===== config.mk =====
export PLATFORM = sky130hd
export DESIGN_NAME = sm3_expnd_core
export DESIGN_NICKNAME = d
export VERILOG_FILES = /design/src/rtl/sm3_expnd_core.sv
export SDC_FILE = /design/constraint.sdc
export NUM_CORES = 1
export LEC_CHECK = 0
export BUFFER_PORTS_ARGS = -buffer_cell sky130_fd_sc_hd__clkbuf_2
export CAP_MARGIN = 20
export CORE_ASPECT_RATIO = 1.1
export CORE_MARGIN = 5
export CORE_UTILIZATION = 59
export DETAILED_ROUTE_END_ITERATION = 8
export MAX_ROUTING_LAYER = met4
export PLACE_DENSITY = 0.86
export REMOVE_ABC_BUFFERS = 1
export SLEW_MARGIN = 20
export SYNTH_ARGS = -nofsm -noshare
export SYNTH_HDL_FRONTEND = slang
export SYNTH_SLANG_ARGS = --single-unit

===== constraint.sdc =====
create_clock -name clk -period 10.2 [get_ports clk]
set_input_delay 1.53 -clock clk [delete_from_list [all_inputs] [get_ports clk]]
set_output_delay 1.53 -clock clk [all_outputs]
set_load 0.1 [all_outputs]

===== src/rtl/sm3_expnd_core.sv =====
// SM3 message expansion: packs padded words into 512-bit blocks and streams (W_j, W'_j), j=0..63.
// Optional sticky protocol-error flag enabled by defining SM3_EXPND_ERR_EN.
module sm3_expnd_core #(
  parameter int unsigned INPT_DW = 32
) (
  input  logic               clk,
  input  logic               rst,
  input  logic [INPT_DW-1:0] pad_d_i,
  input  logic               pad_vld_i,
  input  logic               pad_lst_i,
  output logic               pad_ena_o,
  output logic [31:0]        expnd_wj_o,
  output logic [31:0]        expnd_wjj_o,
  output logic [5:0]         expnd_idx_o,
  output logic               expnd_vld_o,
  input  logic               expnd_rdy_i,
  output logic               expnd_lst_o,
  output logic               expnd_err_o
);

  localparam int unsigned WPC = INPT_DW / 32;
  localparam int unsigned NW  = 16;
  localparam int unsigned CW  = 5;
  localparam int unsigned IW  = 6;

  localparam logic [0:0] S_IDLE  = 1'b0;
  localparam logic [0:0] S_EXPND = 1'b1;

  function automatic logic [31:0] rotl(input logic [31:0] x, input int unsigned n);
    rotl = (x << n) | (x >> (32 - n));
  endfunction

  function automatic logic [31:0] p1(input logic [31:0] x);
    p1 = x ^ rotl(x, 15) ^ rotl(x, 23);
  endfunction

  logic [0:0]    state_q, state_d;
  logic [31:0]   buf_q [NW];
  logic [CW-1:0] cnt_q;
  logic          blk_lst_q;
  logic [31:0]   win_q [NW];
  logic [IW-1:0] j_q;
  logic          win_lst_q;
  logic [31:0]   wjj_q;
  logic          lst_q;

  logic          full_c;
  logic          acc_c;
  logic          last_c;
  logic          xfer_c;
  logic          take_c;
  logic [3:0]    base_c;
  logic [31:0]   win_new_c;

  assign full_c    = (cnt_q == CW'(NW));
  assign acc_c     = (state_q == S_EXPND) && expnd_rdy_i;
  assign last_c    = acc_c && (j_q == IW'(63));
  // A beat is taken when there is room, or when the full buffer empties into the window on this edge.
  assign take_c    = pad_vld_i && (!full_c || xfer_c);
  assign base_c    = xfer_c ? 4'd0 : cnt_q[3:0];
  assign win_new_c = p1(win_q[0] ^ win_q[7] ^ rotl(win_q[13], 15)) ^ rotl(win_q[3], 7) ^ win_q[10];

  // Drop enable one beat early so the upstream in-flight beat still fits.
  assign pad_ena_o = !full_c && !((cnt_q == CW'(NW - WPC)) && pad_vld_i);

  // Next-state: IDLE waits for a full buffer; EXPND reloads at j=63 only if the next block is ready.
  always_comb begin
    state_d = state_q;
    xfer_c  = 1'b0;
    case (state_q)
      S_IDLE: begin
        if (full_c) begin
          xfer_c  = 1'b1;
          state_d = S_EXPND;
        end
      end
      S_EXPND: begin
        if (last_c) begin
          if (full_c) xfer_c  = 1'b1;
          else        state_d = S_IDLE;
        end
      end
      default: state_d = S_IDLE;
    endcase
  end

  always_ff @(posedge clk) begin
    if (rst) state_q <= S_IDLE;
    else     state_q <= state_d;
  end

  // Load buffer payload; earlier word of a 64-bit beat lands at the lower slot.
  always_ff @(posedge clk) begin
    if (take_c) begin
      buf_q[base_c] <= pad_d_i[INPT_DW-1 -: 32];
      if (WPC == 2) buf_q[base_c + 4'd1] <= pad_d_i[31:0];
    end
  end

  always_ff @(posedge clk) begin
    if (rst) begin
      cnt_q     <= '0;
      blk_lst_q <= 1'b0;
    end else if (xfer_c) begin
      cnt_q     <= pad_vld_i ? CW'(WPC) : '0;
      blk_lst_q <= pad_vld_i && pad_lst_i;
    end else if (take_c) begin
      cnt_q     <= cnt_q + CW'(WPC);
      blk_lst_q <= pad_lst_i;
    end
  end

  // Expansion window: win_q[k] holds W_{j+k}; W'_j and the last flag are precomputed one edge ahead.
  always_ff @(posedge clk) begin
    if (rst) begin
      for (int k = 0; k < NW; k++) win_q[k] <= '0;
      j_q       <= '0;
      win_lst_q <= 1'b0;
      wjj_q     <= '0;
      lst_q     <= 1'b0;
    end else if (xfer_c) begin
      for (int k = 0; k < NW; k++) win_q[k] <= buf_q[k];
      j_q       <= '0;
      win_lst_q <= blk_lst_q;
      wjj_q     <= buf_q[0] ^ buf_q[4];
      lst_q     <= 1'b0;
    end else if (acc_c) begin
      for (int k = 0; k < NW - 1; k++) win_q[k] <= win_q[k+1];
      win_q[NW-1] <= win_new_c;
      j_q         <= j_q + IW'(1);
      wjj_q       <= win_q[1] ^ win_q[5];
      lst_q       <= (j_q == IW'(62)) && win_lst_q;
    end
  end

  assign expnd_wj_o  = win_q[0];
  assign expnd_wjj_o = wjj_q;
  assign expnd_idx_o = j_q;
  assign expnd_vld_o = (state_q == S_EXPND);
  assign expnd_lst_o = lst_q;

`ifdef SM3_EXPND_ERR_EN
  logic          err_q;
  logic          drop_c;
  logic          bad_lst_c;
  logic [CW-1:0] cnt_nxt_c;

  assign cnt_nxt_c = xfer_c ? CW'(WPC) : cnt_q + CW'(WPC);
  assign drop_c    = pad_vld_i && full_c && !xfer_c;
  assign bad_lst_c = take_c && pad_lst_i && (cnt_nxt_c != CW'(NW));

  always_ff @(posedge clk) begin
    if (rst)                       err_q <= 1'b0;
    else if (drop_c || bad_lst_c)  err_q <= 1'b1;
  end

  assign expnd_err_o = err_q;
`else
  assign expnd_err_o = 1'b0;
`endif

endmodule


==> metrics.txt <==
Fin Setup TNS 0 ps; yosys warns 0; final WL 94200 microns; most common cell after layout, fill and taps aside edfxtp_1; die footprint 74600 sq um; Clock transition at path regs 70 ps; placer congestion estimate 0.808; crit path launch type register; Main synth FF type edfxtp_1; Post-synth EDFFs 1024; Setup crit end kind output port; most frequent cells in the layout 1024 x edfxtp_1, 513 x a22o_1, 132 x xor2_1, 130 x xnor2_1, 109 x clkbuf_2; Max-cap violations 0; Fin. Hold Viols 0; CTS root buf clkbuf_16; Worst-Skew Late Latency approximately 650 ps; port bufs 109; Sinks on Clock Net 1071; multi-input logic area 8260 sq um; run status finished, final reports clean; Avg WL per Cell between 20 and 30 microns; area growth from synthesis to layout 10.8%; fraction of synthesis flops using an asynchronous set or reset pin 0; Die X approximately 260 microns; f_max 218 MHz; # resized after CTS 0; Max-Slew Margin vs Limit 0.130; main area contributors after synthesis edfxtp_1 75%, a22o_1 11%, xor2_1 2.8%; vias in the first global route 21800; GRT Util Overall 0.256; Net Sw Frac 0.211; static leakage 15.7 nW; largest net degree at the start of global routing 248; vias per inst 6.51; Max FO, Critical Path 40; Total Nets Final between 2000 and 2500; first-pass GRT wire length 139000 microns; clk_skew 23.1 ps; cell area power density approximately 200 nW/um^2; n_diodes 0; clock share of power 0.406; sequential power share 0.550; Internal 7.14 mW; initial antenna violation count 0; Mapped Avg Cell Area 17.9 sq um; post-DP HPWL 51100 microns; worst setup path category register to output port; clk buf depth 3; drt pass-1 iters 6; critical path arrival 3060 ps; Final Hold Slack 453 ps; TritonCTS clock tree yes; Slew @ Worst Pin about 1300 ps; Comb power frac 0.043; share of the synthesized area in the top cell type 0.753; I/O Pins 111; Yosys reg bits 1071; DRC 0; dpl ws about 5200 ps; total grt overflow 0; post-CTS setup buffers 0; Post-Syn Area 40800 sq um; Pwr Total approximately 9.1 mW; final worst-path setup slack 5610 ps; Final setup viols 0; row cnt 101; core box area 68900 sq um; CTS Hold Bufs 0; Max VDD drop 131 uV; routed vias around 22000; Final Critical Period 4590 ps; CP Data Required Time 8670 ps; 1st-iter DRT viols roughly 2900; Layout fillers 4111; Synth area leader edfxtp_1; Post-Syn Instances 2276; sequential area share after synthesis 0.776; H-tree depth 3; Final period util 0.450; Initial Util 0.593; Sequential Area 31700 sq um; total CTS buffers 95; Pins Over Slew Limit 0; Final ANT Viol Nets 0; die height ~290 microns; synth unique cells 36; layout cell share with drive strength beyond 1 0.134; Hold WC Path Type register to register; P_sw between 1.5 and 2 mW; RSZ-0062 raised after global routing no
cells in the mapped netlist (all sizes together), types with 5 or more instances:
cell type,n
nor2,48
xnor2,130
nand3,7
o221ai,32
xor2,132
ha,5
nand2,41
buf,144
nand4,5
dfxtp,47
clkbuf,34
a22o,513
nor3,10
inv,8
a21oi,72
edfxtp,1024
power groups by stage:
stage,Combinational [mW],Clock (mW),Sequential [mW]
2_1_floorplan,0.220,0,5.10
3_3_place_gp,0.362,0,5.07
3_5_place_dp,0.379,0,5.07
4_1_cts,0.387,3.70,4.98
5_1_grt,0.412,3.90,4.99
6_report,0.390,3.68,4.98
layout make-up:
type,instances,area share
clock inverters,64,0.0148
flip-flops and latches,1071,0.700
clock buffers,112,0.0558
well taps,927,0.0256
inverters,8,0.00105
repair buffers,148,0.0201
multi-input cells,1019,0.183
metrics by stage:
step | cell area (sq um) | instances | utilization
final | 45300 | 3349 | 0.657
after detailed placement | 42000 | 3171 | 0.610
after CTS | 45200 | 3347 | 0.656
after global routing | 45300 | 3349 | 0.657
after floorplan | 39800 | 2098 | -
after global placement | 42000 | 3171 | 0.610
flip-flops by register name (all words and copies together) (netlist names):
signal / count
blk_lst_q: 1
buf_q: 512
expnd_idx_o: 6
win_lst_q: 1
win_q: 512
expnd_wjj_o: 32
expnd_vld_o: 1
expnd_lst_o: 1
cnt_q: 5
cells by family (layout without fill, tap and decap cells):
group                    count (synthesis)  after routing  share of synthesized area
adder cells (fa/ha/maj)                  5              5                    0.00153
AO/OA/AOI/OAI                          624            624                      0.127
other                                    1              1                  0.0000918
AND/OR/NAND/NOR                        126            126                     0.0138
buffers and inverters                  186            332                     0.0253
multiplexers                             1              1                   0.000245
flip-flops                            1071           1071                      0.776
XOR/XNOR                               262            262                     0.0562
metal layers:
metal	track usage	wire length (microns)
met1	0.346	34800
met4	0.0886	3390
met3	0.0468	9700
met2	0.402	46300
met5	-	0
final timing paths:
check                                     start         endpoint  slack [ps]  cells past startpoint
worst max register to register         cnt_q[0]    win_q[1][179]        5750                      9
worst min register to register  expnd_wjj_o[26]  expnd_wjj_o[26]         450                      2
worst min-delay path            expnd_wjj_o[26]  expnd_wjj_o[26]         450                      2
worst max-delay path                   cnt_q[0]        pad_ena_o        5610                      6
critical path, cell delays in order (launching register included):
cell      delay, ps
dfxtp_1         570
inv_1           190
ha_1            250
and4bb_2        260
buf_4           360
a21oi_1         270
clkbuf_2        500
(Power assumes the default switching activity.)
